`src/rtl/hex_digit_scanner_if.sv`:
```
// Digit-scanner bus: shadow-load port in, demux drive (value/select/enable) out.
// master = upstream loader and observer, slave = the scanner itself.
interface hex_digit_scanner_if #(
    parameter int N = 8
);
    logic           load;
    logic [4*N-1:0] data_in;
    logic [N-1:0]   y;
    logic [1:0]     sel;
    logic           en;
    logic           frame_done;
    logic           pending;

    modport master (
        output load, data_in,
        input  y, sel, en, frame_done, pending
    );

    modport slave (
        input  load, data_in,
        output y, sel, en, frame_done, pending
    );
endinterface

```
`src/rtl/hex_digit_scanner.sv`:
```
// Four-digit time-multiplexing sequencer for a 4-way demux.
// Blank gap before each digit; double-buffered digit values swap at frame wrap.
module hex_digit_scanner #(
    parameter int N     = 8,
    parameter int DIV   = 1000,
    parameter int BLANK = 2
) (
    input logic               clk,
    input logic               reset_n,
    hex_digit_scanner_if.slave bus
);
    localparam int MX = (DIV > BLANK) ? DIV : BLANK;
    localparam int CW = (MX > 1) ? $clog2(MX) : 1;

    typedef enum logic {
        ST_BLANK,
        ST_SHOW
    } state_t;

    state_t         state_q, state_d;
    logic [CW-1:0]  cnt_q, cnt_d;
    logic [N-1:0]   y_q, y_d;
    logic [1:0]     sel_q, sel_d;
    logic           en_q, en_d;
    logic           fd_q, fd_d;
    logic           pend_q, pend_d;
    logic [4*N-1:0] shadow_q, shadow_d;
    logic [4*N-1:0] active_q, active_d;
    logic [N-1:0]   digit [4];
    logic           wrap;

    always_ff @(posedge clk or negedge reset_n) begin
        if (!reset_n) begin
            state_q  <= ST_BLANK;
            cnt_q    <= '0;
            y_q      <= '0;
            sel_q    <= '0;
            en_q     <= 1'b0;
            fd_q     <= 1'b0;
            pend_q   <= 1'b0;
            shadow_q <= '0;
            active_q <= '0;
        end else begin
            state_q  <= state_d;
            cnt_q    <= cnt_d;
            y_q      <= y_d;
            sel_q    <= sel_d;
            en_q     <= en_d;
            fd_q     <= fd_d;
            pend_q   <= pend_d;
            shadow_q <= shadow_d;
            active_q <= active_d;
        end
    end

    always_comb begin
        state_d  = state_q;
        cnt_d    = cnt_q;
        y_d      = y_q;
        sel_d    = sel_q;
        en_d     = en_q;
        fd_d     = 1'b0;
        pend_d   = pend_q;
        shadow_d = shadow_q;
        active_d = active_q;
        wrap     = 1'b0;
        for (int k = 0; k < 4; k++) begin
            digit[k] = active_q[k*N +: N];
        end

        unique case (state_q)
            ST_BLANK: begin
                if (cnt_q == CW'(BLANK - 1)) begin
                    state_d = ST_SHOW;
                    cnt_d   = '0;
                    en_d    = 1'b1;
                    y_d     = digit[sel_q];
                end else begin
                    cnt_d = cnt_q + 1'b1;
                end
            end
            ST_SHOW: begin
                if (cnt_q == CW'(DIV - 1)) begin
                    state_d = ST_BLANK;
                    cnt_d   = '0;
                    en_d    = 1'b0;
                    sel_d   = sel_q + 2'd1;
                    wrap    = (sel_q == 2'd3);
                end else begin
                    cnt_d = cnt_q + 1'b1;
                end
            end
            default: ;
        endcase

        // A load landing on the wrap edge goes straight to the display copy.
        if (wrap) begin
            fd_d = 1'b1;
            if (bus.load) begin
                active_d = bus.data_in;
                shadow_d = bus.data_in;
                pend_d   = 1'b0;
            end else if (pend_q) begin
                active_d = shadow_q;
                pend_d   = 1'b0;
            end
        end else if (bus.load) begin
            shadow_d = bus.data_in;
            pend_d   = 1'b1;
        end
    end

    assign bus.y          = y_q;
    assign bus.sel        = sel_q;
    assign bus.en         = en_q;
    assign bus.frame_done = fd_q;
    assign bus.pending    = pend_q;
endmodule

```
`src/flat_wrapper.sv`:
```
// flat-port wrapper written by rule: the top's interface ports become plain ports
module hex_digit_scanner_flat 
#(
    parameter int N     = 8,
    parameter int DIV   = 1000,
    parameter int BLANK = 2
)
  (clk, reset_n, bus_load, bus_data_in, bus_y, bus_sel, bus_en, bus_frame_done, bus_pending);
  hex_digit_scanner_if #(.N(N)) bus_i ();
  input logic clk;
  input logic reset_n;
  input wire logic [$bits(bus_i.load)-1:0] bus_load;
  input wire logic [$bits(bus_i.data_in)-1:0] bus_data_in;
  output wire logic [$bits(bus_i.y)-1:0] bus_y;
  output wire logic [$bits(bus_i.sel)-1:0] bus_sel;
  output wire logic [$bits(bus_i.en)-1:0] bus_en;
  output wire logic [$bits(bus_i.frame_done)-1:0] bus_frame_done;
  output wire logic [$bits(bus_i.pending)-1:0] bus_pending;
  assign bus_i.load = bus_load;
  assign bus_i.data_in = bus_data_in;
  assign bus_y = bus_i.y;
  assign bus_sel = bus_i.sel;
  assign bus_en = bus_i.en;
  assign bus_frame_done = bus_i.frame_done;
  assign bus_pending = bus_i.pending;
  hex_digit_scanner #(.N(N), .DIV(DIV), .BLANK(BLANK)) u_core (.clk(clk), .reset_n(reset_n), .bus(bus_i));
endmodule
```
`config.mk`:
```
export PLATFORM = sky130hd
export DESIGN_NAME = hex_digit_scanner_flat
export DESIGN_NICKNAME = d
export VERILOG_FILES = /design/src/rtl/hex_digit_scanner_if.sv /design/src/rtl/hex_digit_scanner.sv /design/src/flat_wrapper.sv
export SDC_FILE = /design/constraint.sdc
export NUM_CORES = 1
export LEC_CHECK = 0
export CAP_MARGIN = 40
export CORE_ASPECT_RATIO = 0.8
export CORE_MARGIN = 2
export CORE_UTILIZATION = 55
export CTS_BUF_LIST = sky130_fd_sc_hd__clkbuf_8
export DETAILED_ROUTE_END_ITERATION = 7
export PLACE_DENSITY_LB_ADDON = 0.3
export SLEW_MARGIN = 15
export SYNTH_ARGS = -nofsm -noshare
export SYNTH_HDL_FRONTEND = slang
export SYNTH_SLANG_ARGS = --single-unit
export TNS_END_PERCENT = 10
```
`constraint.sdc`:
```
create_clock -name clk -period 2.35 [get_ports clk]
set_clock_uncertainty 0.2 [all_clocks]
set_input_delay 0.5875 -clock clk [delete_from_list [all_inputs] [get_ports clk]]
set_output_delay 0.5875 -clock clk [all_outputs]
set_load 0.01 [all_outputs]
```
Word-level counts from Yosys, hierarchy flattened
Index checks and enable logic that the tools add are counted.
W data, S select, Z words.
{"block": "totals", "ff_bits": 88, "inputBits": 35, "output_inout_bits": 13, "word_cells": 44}
{"block": "classes", "n_addsub": 2, "magnitude_cmp": 1, "n_eq_ne": 5, "n_mux": 19, "bitwise": 2, "reduce_logical": 6}
{"operator": "$mux W32", "count": 2}
{"operator": "$mux W10", "count": 2}
{"operator": "$pmux W10 S2", "count": 1}
{"operator": "$bmux W8 S2", "count": 1}
{"operator": "$mux W8", "count": 2}
{"operator": "$add A10 B1 Y10 const B", "count": 1}
{"operator": "$eq A10 B1 Y1 const B", "count": 1}
{"operator": "$eq A10 B10 Y1 const B", "count": 1}
{"operator": "$mux W1", "count": 9}
{"operator": "$reduce_and A2 Y1", "count": 4}
{"operator": "$pmux W1 S2", "count": 2}
{"operator": "$reduce_bool A2 Y1", "count": 2}
{"operator": "$ge A3 B3 Y1 const B", "count": 1}
{"operator": "$not A2 Y3", "count": 1}
{"operator": "$add A2 B1 Y2 const B", "count": 1}
{"operator": "$eq A2 B2 Y1 const B", "count": 1}
{"operator": "$ne A2 B1 Y1 const B", "count": 1}
{"operator": "$ne A2 B2 Y1 const B", "count": 1}
{"operator": "$not A1 Y1", "count": 1}

Longest topological paths before layout
Gate-level depths: netlist (run 1).
{"block": "depth", "ltp_word": 4, "mapped_depth": 6, "mapped_depth_nobuf": 5}

Worst setup path before layout (run 1)
OpenSTA, ideal clock, no wires.
{"block": "synth_path", "path_kind": "input to register", "startpoint": "input port bus_load", "endpoint": "register u_core.active_q[10]", "setup_ns": 0.125, "arrival_time_ns": 1.868, "required_ns": 2.025, "path_slack_ns": 0.157, "stages": 6, "n_path_buf": 3, "cell_sequence": "clkbuf_1 > o211a_1 > and4_1 > clkbuf_1 > buf_2 > mux2_2"}
{"block": "synth_via", "elab_chain_len": 2, "elab_cells_between_ends": 3, "classes_between": "mux (1); reduce/logical (2)"}
{"element": "start: declaration", "line_no": "flat_wrapper.sv:12", "rtl": "input wire logic [$bits(bus_i.load)-1:0] bus_load;"}
{"element": "$reduce_bool A2 Y1 (no source line)"}
{"element": "$reduce_and A2 Y1 (no source line)"}
{"element": "end signal: assignment", "line_no": "hex_digit_scanner.sv:52", "rtl": "active_q <= active_d;"}
{"element": "end: declaration", "line_no": "hex_digit_scanner.sv:28", "rtl": "logic [4*N-1:0] active_q, active_d;"}
Parallel ways exist; a longest one is shown, timed or not.
A chain may end at the register's enable or synchronous reset.

Worst setup path after layout (run 1)
{"block": "layout_path", "startpoint": "register u_core.sel_q[1] (netlist: u_core.bus.sel[1])", "endpoint": "output port bus_sel[1]"}
{"element": "start: declaration", "line_no": "hex_digit_scanner.sv:23", "rtl": "logic [1:0] sel_q, sel_d;"}
{"element": "start signal: assignment", "line_no": "hex_digit_scanner.sv:47", "rtl": "sel_q <= sel_d;"}
{"element": "end: declaration", "line_no": "flat_wrapper.sv:15", "rtl": "output wire logic [$bits(bus_i.sel)-1:0] bus_sel;"}
No word-level cell between the ends.

==> impl_summary.log, run 1 <==
INFO  metric netlist-cell-type-count = 29
INFO  metric result_of_the_run = finished clean
INFO  metric finalWorstPathRequiredPeriod = between 2 and 2.5 ns
INFO  metric maxSlewViolCount = 0
INFO  metric synth_ff_type = dfrtp_1
INFO  metric number_of_post_cts_setup_repair_buffers = 0
INFO  metric ant_nets = 0
INFO  metric post_synth_inst_count = approximately 230
INFO  metric clockBufferDepth = 2
INFO  metric grt.overflow.total = 0
INFO  metric start_util = 0.568
INFO  metric num_io_pins = 48
INFO  metric post-route-cell-area = between 4000 and 5000 sq um
INFO  metric setup-tns-final = 0 ns
INFO  metric yosysWarnings = 0
INFO  metric design.core.area = between 6000 and 7000 sq um
INFO  metric biggest_fanout_along_the_worst_timing_path = 10
INFO  metric slew_headroom = 0.672
INFO  metric wire_length_of_the_first_global_routing_pass = 11.7 mm
INFO  metric post_synth_instance_area = around 3600 sq um
INFO  metric final.period_utilization = 0.977
INFO  metric initial_antenna_violation_count = 0
INFO  metric detailroute.via_count = around 2200
INFO  metric dpl-instance-area = about 4300 sq um
INFO  metric critical_path_class = flip-flop to primary output
INFO  metric critPathLaunchType = flip-flop
INFO  metric gp_congestion = between 0.8 and 0.9
INFO  metric finalHoldWorstSlack = just under 0.3 ns
INFO  metric via_per_inst = about 5.7
INFO  metric globalRouteTotalUtil = 0.216
INFO  metric dp.final_hpwl = roughly 4.6 mm
INFO  metric finalWorstSetupSlack = about 0.053 ns
INFO  metric largest_net_degree_at_the_start_of_global_routing = 38
INFO  metric vdd.ir_drop.worst = 0.586 mV
INFO  metric leak = roughly 0.0020 uW
INFO  metric number_of_hold_slack_violations_in_the_final_timing_report = 0
INFO  metric fp.dieH = between 70 and 80 um
INFO  metric power.density_cell_area = 663 nW/um^2
INFO  metric required = ~1.6 ns
INFO  metric overall_die_area = a little over 7000 sq um
INFO  metric final_routed_drc_violation_total = 0
INFO  metric worst_setup_path_end_kind = primary output
INFO  metric synthArstFlopShare = 1.00
INFO  metric avgSynthCellArea = 15.6 sq um
INFO  metric post-synth-top-area-fraction = 0.608
INFO  metric netlist.top_cell.by_area = dfrtp_1
INFO  metric final_core_utilization = 0.714
INFO  metric number_of_global_route_vias_before_repair = roughly 2300
INFO  metric drive_above_1_share = 0.369
INFO  metric cts_made_buffers = 9
INFO  metric port_buffers = 47
INFO  metric synth_seq_cells = a little under 90
INFO  metric n_antenna_cell = 0
INFO  metric critical-path-slowest-cell = clkdlybuf4s50_1
INFO  metric fmax = 0.435 GHz
INFO  metric synth-edff-count = 0
INFO  metric maxCapViolations = 0
INFO  metric route.detailed.wl_per_inst = between 15 and 20 um
INFO  metric timing_worst_slew_pin_value = about 0.49 ns
INFO  metric critical_path.cell_chain = buf_4 -> clkdlybuf4s50_1
INFO  metric finalNetCount = between 300 and 400
INFO  metric synth_top_cells_by_count = dfrtp_1 (88), mux2_2 (71), mux4_2 (8)
INFO  metric root_buffer = clkbuf_8
INFO  metric synth_area_leaders = dfrtp_1 (61%), mux2_2 (22%), mux4_2 (5.0%), a211oi_1 (1.0%), ha_1 (1.0%)
INFO  metric critical-path-max-stage-delay = about 0.57 ns
INFO  metric min-delay-path-class = flip-flop to flip-flop
INFO  metric dieWidth = ~95 um
INFO  metric cts-htree-levels = 3
INFO  metric cts_tree = done
INFO  metric rows = 26
INFO  metric syn-num-nets = 270
INFO  metric number_of_clock_sinks = a little under 90
INFO  metric cts.clk_slew.worst_paths = roughly 0.090 ns
INFO  metric synthMostInstantiatedCell = dfrtp_1
INFO  metric clkLatencyLatePin = 0.35 ns
INFO  metric first_iter_violations = 138
INFO  metric synth_seq_area_share = 0.608
INFO  metric layout_area_growth_over_synthesis = 25.8%
INFO  metric grt_setup_unrepaired = no
INFO  metric wl = a little under 7 mm
INFO  metric setup_violations = 0
INFO  metric worstPathArrival = about 1.5 ns
INFO  metric drt_pass1_iterations = 4
INFO  metric pre_cts_ws = -0.0411 ns
[power by group]
group | switching [uW] | total (uW) | internal, uW
sequential | 13.3 | 1580 | 1570
combinational | 79.2 | 191 | 112
clock | 519 | 1250 | 729
total | 612 | 3020 | 2410
[per-stage QoR]
| step | total power [uW] | cells |
|---|---|---|
| 2_1_floorplan | 1680 | 232 |
| 3_3_place_gp | 1800 | 363 |
| 3_5_place_dp | 1800 | 363 |
| 4_1_cts | 3050 | 379 |
| 5_1_grt | 3130 | 379 |
| 6_report | 3020 | 379 |
[per-layer routing]
layer | vias to the layer above | global-route usage | part of all wire
met5 | - | 0 | 0
met4 | 0 | 0.0522 | 0.0058
met3 | 4 | 0.0653 | 0.044
met2 | 47 | 0.337 | 0.49
met1 | 1126 | 0.300 | 0.46
li1 | 974 | - | -
[layout by cell type, fill, tap and decap left out, drive strengths merged, types with 3 or more instances in the layout]
cell type / synthesis / routed
a211oi: 5 / 5
and4: 3 / 3
buf: 6 / 13
bufinv: 0 / 3
clkbuf: 6 / 10
clkdlybuf4s50: 0 / 46
dfrtp: 88 / 88
ha: 3 / 3
inv: 3 / 3
mux2: 73 / 73
mux4: 8 / 8
nand3: 4 / 4
nand4: 3 / 3
nor2: 3 / 3
nor3: 3 / 3
o21ai: 3 / 3
or3: 3 / 3
or4: 3 / 3
[worst paths after layout]
path / slack (ns) / from / depth (start not counted) / end
worst min register to register: 0.30 / u_core.shadow_q[2] / 1 / u_core.shadow_q[2]
min in group asynchronous: 0.54 / reset_n / 2 / u_core.shadow_q[20]
worst max-delay path: 0.05 / u_core.bus.sel[1] / 2 / bus_sel[1]
worst max register to register: 0.09 / u_core.cnt_q[6] / 4 / u_core.bus.y[4]
worst min-delay path: 0.30 / u_core.shadow_q[2] / 1 / u_core.shadow_q[2]
max in group asynchronous: 0.75 / reset_n / 3 / u_core.active_q[15]
[layout make-up]
class,count,area (sq um)
inverter,3,11.3
sequential,88,2200
clock buffer,10,138
timing repair buffer,60,638
multi-input combinational,129,1360
clock inverter,5,105
tap,84,105
fill,439,1820
[critical path: cells and delay by family, from the launching register on]
| kind | cells | cell delay (ns) |
|---|---|---|
| flops | 1 | 0.37 |
| buf+inv | 2 | 0.79 |
[logic make-up after synthesis]
group	synth area share
DFF	0.608
muxes	0.277
and+or+nand+nor	0.0508
buffers and inverters	0.0176
AOI/OAI and AO/OA	0.0269
xor gates and xnor gates	0.00967
adders and majority gates	0.0104
[flip-flops by register name, indices dropped and copies added, names as in the netlist]
name                   cells
u_core.active_q           32
u_core.bus.en              1
u_core.bus.frame_done      1
u_core.bus.pending         1
u_core.bus.sel             2
u_core.bus.y               8
u_core.cnt_q              10
u_core.shadow_q           32
u_core.state_q             1
[what timing repair did]
| action | in CTS | in global routing |
|---|---|---|
| endpoints found under the setup margin | 1 | 6 |
| resized for setup | 1 | 1 |
| hold buffers | 1 | 0 |
| pin swaps | 0 | 1 |
| gates cloned | 0 | 0 |
| hold endpoints to repair | 22 | 0 |
No activity file was read; power rests on OpenSTA's default activity.
==> run 2: changes to the inputs <==
--- a/config.mk
+++ b/config.mk
@@ -11,7 +11,9 @@
 export CORE_UTILIZATION = 55
 export CTS_BUF_LIST = sky130_fd_sc_hd__clkbuf_8
 export DETAILED_ROUTE_END_ITERATION = 7
+export DONT_BUFFER_PORTS = 1
 export PLACE_DENSITY_LB_ADDON = 0.3
+export SKIP_LAST_GASP = 1
 export SLEW_MARGIN = 15
 export SYNTH_ARGS = -nofsm -noshare
 export SYNTH_HDL_FRONTEND = slang
==> run 2 against run 1 <==
The run now ends with hold timing left. Combinational power is 59% lower. Sequential cell count did not move. Sequential share of layout area increased by 7.7 points. Critical path type is now flip-flop to flip-flop.
==> impl_summary.log, run 2 (synthesis gave the netlist of run 1 again) <==
INFO  metric dp.final_hpwl = 3.84 mm (-17%)
INFO  metric number_of_global_route_vias_before_repair = 1936 (-17%)
INFO  metric gp_congestion = 0.785 (-2.8%)
INFO  metric clockBufferDepth = 2 (unchanged)
INFO  metric largest_net_degree_at_the_start_of_global_routing = 89 (+130%)
INFO  metric rows = 26 (unchanged)
INFO  metric first_iter_violations = 125 (-9.4%)
INFO  metric fmax = 0.445 GHz (+2.2%)
INFO  metric start_util = 0.568 (unchanged)
INFO  metric worstRegToRegCells = 6 (+2)
INFO  metric final_routed_drc_violation_total = 0 (unchanged)
INFO  metric power.density_cell_area = 679 nW/um^2 (+2.5%)
INFO  metric finalNetCount = 275 (-16%)
INFO  metric via_per_inst = 5.72 (+0.80%)
INFO  metric number_of_post_cts_setup_repair_buffers = 0 (unchanged)
INFO  metric vdd.ir_drop.worst = 0.456 mV (-22%)
INFO  metric pre_cts_ws = 0.120 ns (+0.161 ns)
INFO  metric wl = 5.73 mm (-17%)
INFO  metric fp.dieH = 76.6 um (unchanged)
INFO  metric setup-tns-final = 0 ns (unchanged)
INFO  metric grt_setup_unrepaired = no
INFO  metric design.core.area = 6380 sq um (unchanged)
INFO  metric critical-path-top-delay-family = simple AND/OR/NAND/NOR gates
INFO  metric clkLatencyLatePin = 0.35 ns (about the same)
INFO  metric cts_made_buffers = 9 (unchanged)
INFO  metric worst_setup_path_end_kind = flip-flop
INFO  metric ant_nets = 0 (unchanged)
INFO  metric maxCapViolations = 0 (unchanged)
INFO  metric finalWorstPathRequiredPeriod = 2.25 ns (-0.0503 ns)
INFO  metric critical-path-slowest-cell = or4b_1
INFO  metric layout_commonest_cell = dfrtp_1
INFO  metric grt.overflow.total = 0 (unchanged)
INFO  metric slew_headroom = 0.823 (+0.151)
INFO  metric route.detailed.wl_per_inst = 17.6 um (-3.0%)
INFO  metric maxSlewViolCount = 0 (unchanged)
INFO  metric cts_tree = done
INFO  metric drt_pass1_iterations = 4 (unchanged)
INFO  metric dieWidth = 94.7 um (unchanged)
INFO  metric setup_violations = 0 (unchanged)
INFO  metric biggest_fanout_along_the_worst_timing_path = 13 (+3)
INFO  metric critical_path_class = flip-flop to flip-flop
INFO  metric failed_checks = hold timing
INFO  metric number_of_clock_sinks = 88 (unchanged)
INFO  metric num_io_pins = 48 (unchanged)
INFO  metric top_regs = u_core.active_q: 32 flops, u_core.shadow_q: 32 flops, u_core.cnt_q: 10 flops
INFO  metric detailroute.via_count = 1865 (-13%)
INFO  metric post_cts.resized_instances = 0 (-1)
INFO  metric wire_length_of_the_first_global_routing_pass = 9.83 mm (-16%)
INFO  metric required = 2.38 ns (+0.82 ns)
INFO  metric layout_area_growth_over_synthesis = 8.43%
INFO  metric leak = 0.00177 uW (-13%)
INFO  metric worstPathArrival = 2.28 ns (+0.77 ns)
INFO  metric n_antenna_cell = 0 (unchanged)
INFO  metric overall_die_area = 7250 sq um (unchanged)
INFO  metric finalWorstSetupSlack = 0.104 ns (+0.0503 ns)
INFO  metric critPathLaunchType = flip-flop
INFO  metric min-delay-path-class = input pin to async pin
INFO  metric cts.clk_slew.worst_paths = 0.09 ns (about the same)
INFO  metric final.period_utilization = 0.956 (-0.0214)
INFO  metric finalHoldWorstSlack = -0.281 ns (-0.578 ns)
INFO  metric port_buffers = 0 (-100%)
INFO  metric critical_path_cell_count = 6 (+4)
INFO  metric timing_worst_slew_pin_value = 0.265 ns (-0.227 ns)
INFO  metric root_buffer = clkbuf_8
INFO  metric initial_antenna_violation_count = 0 (unchanged)
INFO  metric number_of_hold_slack_violations_in_the_final_timing_report = 88 (+88)
INFO  metric critical_path.cell_chain = inv_1 -> ha_1 -> or4b_1 -> nor4_4 -> buf_4 -> mux2_2
INFO  metric drive_above_1_share = 0.426 (+0.0561)
INFO  metric critical-path-max-stage-delay = 0.48 ns (-0.09 ns)
INFO  metric worst-path-buf-inv = 2 (unchanged)
INFO  metric cts-htree-levels = 3 (unchanged)
INFO  metric result_of_the_run = complete, but fails checks
INFO  metric layout_common_cells = dfrtp_1 (88), mux2_2 (71), clkbuf_8 (9)
INFO  metric globalRouteTotalUtil = 0.180 (-0.0361)
run 2: changes by cell type in the layout (fill, tap and decap cells not counted), moves of 2 or more:
cell	previous run	this run
clkinv_2	0	2
bufinv_16	3	1
buf_12	5	1
clkdlybuf4s50_1	46	0
buf_4	7	5
run 2: through the flow:
stage,total power [uW],utilization,cells,area [sq um]
finish,2670,0.616,326,3930
global route,2780,0.616,326,3930
CTS,2700,0.616,326,3930
detailed placement,1690,0.585,310,3730
global placement,1690,0.585,310,3730
floorplan,1680,-,232,3620
run 2: layout make-up:
class	count	area [sq um]
inverter	3	11.3
multi-input combinational	129	1360
fill	521	2450
clock inverter	7	71.3
tap	84	105
clock buffer	9	124
sequential	88	2200
timing repair buffer	6	57.6
run 2: worst paths after layout:
check,start,to,slack (ns)
setup / recovery,u_core.cnt_q[1],u_core.bus.y[6],0.10
hold / removal,reset_n,u_core.shadow_q[20],-0.28
setup reg to reg,u_core.cnt_q[1],u_core.bus.y[6],0.10
hold reg to reg,u_core.shadow_q[5],u_core.shadow_q[5],0.30
max in group asynchronous,reset_n,u_core.bus.sel[0],2.11
min in group clk,bus_data_in[28],u_core.shadow_q[28],0.20
run 2: report_power, final:
group          switching [uW]  internal [uW]  total (uW)
Sequential               12.7           1570        1580
Combinational            27.2           51.0        78.2
Clock                     520            490        1010
Total                     560           2110        2670
run 2: layer usage:
metal | wire length (um) | global-route usage
met4 | 38 | 0.0522
met1 | 2590 | 0.242
met2 | 2760 | 0.272
met3 | 350 | 0.0692
met5 | 0 | 0
==> RTL edit, RTL diff (settings of run 2) <==
`BLANK` is set to 2 in 2 places; all go to 4.
--- a/src/rtl/hex_digit_scanner.sv
+++ b/src/rtl/hex_digit_scanner.sv
@@ -5,3 +5,3 @@
     parameter int DIV   = 1000,
-    parameter int BLANK = 2
+    parameter int BLANK = 4
 ) (
--- a/src/flat_wrapper.sv
+++ b/src/flat_wrapper.sv
@@ -5,3 +5,3 @@
     parameter int DIV   = 1000,
-    parameter int BLANK = 2
+    parameter int BLANK = 4
 )
Behaviour: not the same (Yosys sat finds a counterexample within 4 cycles, from zero or initial values and one cycle with reset_n low).
==> RTL edit against run 2 <==
The flow still finishes with violations (hold timing); sequential cell count is the same; total power rose by 4.9%; wire length is 6.1% higher; area after synthesis grew 4.1%; combinational power grew 5.1%; first-iteration DRC count is 5.6% higher; critical path depth down 1; setup slack improved by 0.26 ns; global-route usage is 0.60 points higher; design area grew 3.1%; highest routed layer unchanged.
==> RTL edit: results (changes against run 2) <==
layout:
  nFillCells: 488  # was 521
  layout_commonest_cell: "dfrtp_1"  # unchanged
  drive_gt1_share_pct: 42.86  # was 42.56%
  reg_top3: "u_core.active_q (32), u_core.shadow_q (32), u_core.cnt_q (10)"  # unchanged
synth:
  yosys-top-cells-area: "dfrtp_1 58%, mux2_2 13%, mux2_4 12%"  # was dfrtp_1 61%, mux2_2 22%, mux4_2 5.0%
  synth-compound-area-share_pct: 2.587  # was 2.694%
  ys_async_sr_fraction_pct: 100.0  # unchanged
  muxShareOfSynthArea_pct: 29.55  # was 27.67%
  synth_fa_ha_area_share_pct: 0.6633  # was 1.036%
  yosysSeqAreaShare_pct: 58.37  # was 60.79%
  syn_avg_cell_area_um2: 16.33  # was 15.61 um2
  yosys-top-cells-count: "88 x dfrtp_1, 43 x mux2_2, 30 x mux2_4, 9 x buf_2, 8 x mux4_2"  # was 88 x dfrtp_1, 71 x mux2_2, 8 x mux4_2, 6 x clkbuf_1, 5 x a211oi_1
  ys_types: 33  # was 29
  synth_xor_area_share_pct: 0.9287  # was 0.9672%
  syn_nets: 268  # was 270
routing:
  vias_per_cell: 5.786  # was 5.721
  vias: 1863  # was 1865
  initialDrtViolationCount: 132  # was 125
  wire_per_inst_um: 18.87  # was 17.58 um
setup_path:
  arrival_ns: 2.02  # was 2.28 ns
  cpPeakStageDelay_ns: 0.38  # was 0.48 ns
  slowest_stage: "dfrtp_1"  # was or4b_1
  r2r_setup_slack_ns: 0.36  # was 0.10 ns
  worst-path-max-fanout: 10  # was 13
run_status:
  violations: "hold timing"  # unchanged
  status: "finished, violations left"  # unchanged
grt:
  grt.total_usage_pct: 18.56  # was 17.95%
  grt_pass1_vias: 1975  # was 1936
  grt_pass1_wl_mm: 10.26  # was 9.832 mm
pwr:
  internal_power_mw: 2.265  # was 2.108 mW
  peakVddDrop_uv: 425.8  # was 455.8 uV
  pwr-share-seq_pct: 56.4  # was 59.2%
  power_clock_mw: 1.14  # was 1.01 mW
  p_leak_nw: 1.814  # was 1.773 nW
place:
  place_area_um2: 3827  # was 3732 um2
  dp_cells: 307  # was 310
  io_buffers: 0  # unchanged
  dp_hpwl_mm: 3.899  # was 3.845 mm
  dp_slack_ns: 0.3722  # was 0.1203 ns
  routabilityCongestion: 0.8701  # was 0.7854
cts:
  numCtsBuffers: 9  # unchanged
  htreeDepth: 3  # unchanged
sta:
  finalHoldViolations: 88  # unchanged
  fmax_mhz: 502.3  # was 445.2 MHz
  whs_ns: -0.2817  # was -0.2809 ns
  tightestPinTransition_ns: 0.3222  # was 0.2651 ns
## RTL edit: cell count changes after synthesis, moves of 2 or more
cell,change
nor2_1,-2
mux2_4,+30
nor4_1,+2
buf_12,+3
clkbuf_1,-6
mux2_1,-2
buf_2,+6
mux2_2,-28
## RTL edit: area by class of cell
cell class	instances	area (um2)	share of cell area, %
Clock buffer	11	151.4	3.740
Clock inverter	4	68.82	1.700
Inverter	2	7.507	0.1855
Multi-Input combinational cell	127	1443	35.64
Sequential cell	88	2202	54.40
Tap cell	84	105.1	2.597
Timing Repair Buffer	6	70.07	1.731
## RTL edit: layer usage
layer,GRT usage [%],routed length [um]
met5,0,0
met4,5.070,45
met3,8.157,342
met2,25.49,2747
met1,27.06,2942
## RTL edit: kinds of logic (layout without fill, tap and decap cells)
logic type | after synthesis | count (layout)
compound gates | 14 | 14
fa+ha+maj | 2 | 2
simple gates | 26 | 26
flops | 88 | 88
mux | 81 | 81
xor+xnor | 4 | 4
buf+inv | 16 | 23
## RTL edit: worst register-to-register path: stages, from the launching register on
cell and delay [ns]:
dfrtp_1 0.38, ha_1 0.24, and4bb_1 0.26, and4_4 0.25, buf_4 0.23, mux2_4 0.32
## RTL edit: worst paths after layout
kind	startpoint	cells after the start	end
worst min-delay path	reset_n	0	u_core.shadow_q[0]
worst min register to register	u_core.cnt_q[0]	1	u_core.cnt_q[0]
max in group asynchronous	reset_n	0	u_core.shadow_q[14]
min in group clk	bus_data_in[1]	1	u_core.shadow_q[1]
worst max-delay path	u_core.cnt_q[0]	5	u_core.active_q[14]
worst max register to register	u_core.cnt_q[0]	5	u_core.active_q[14]
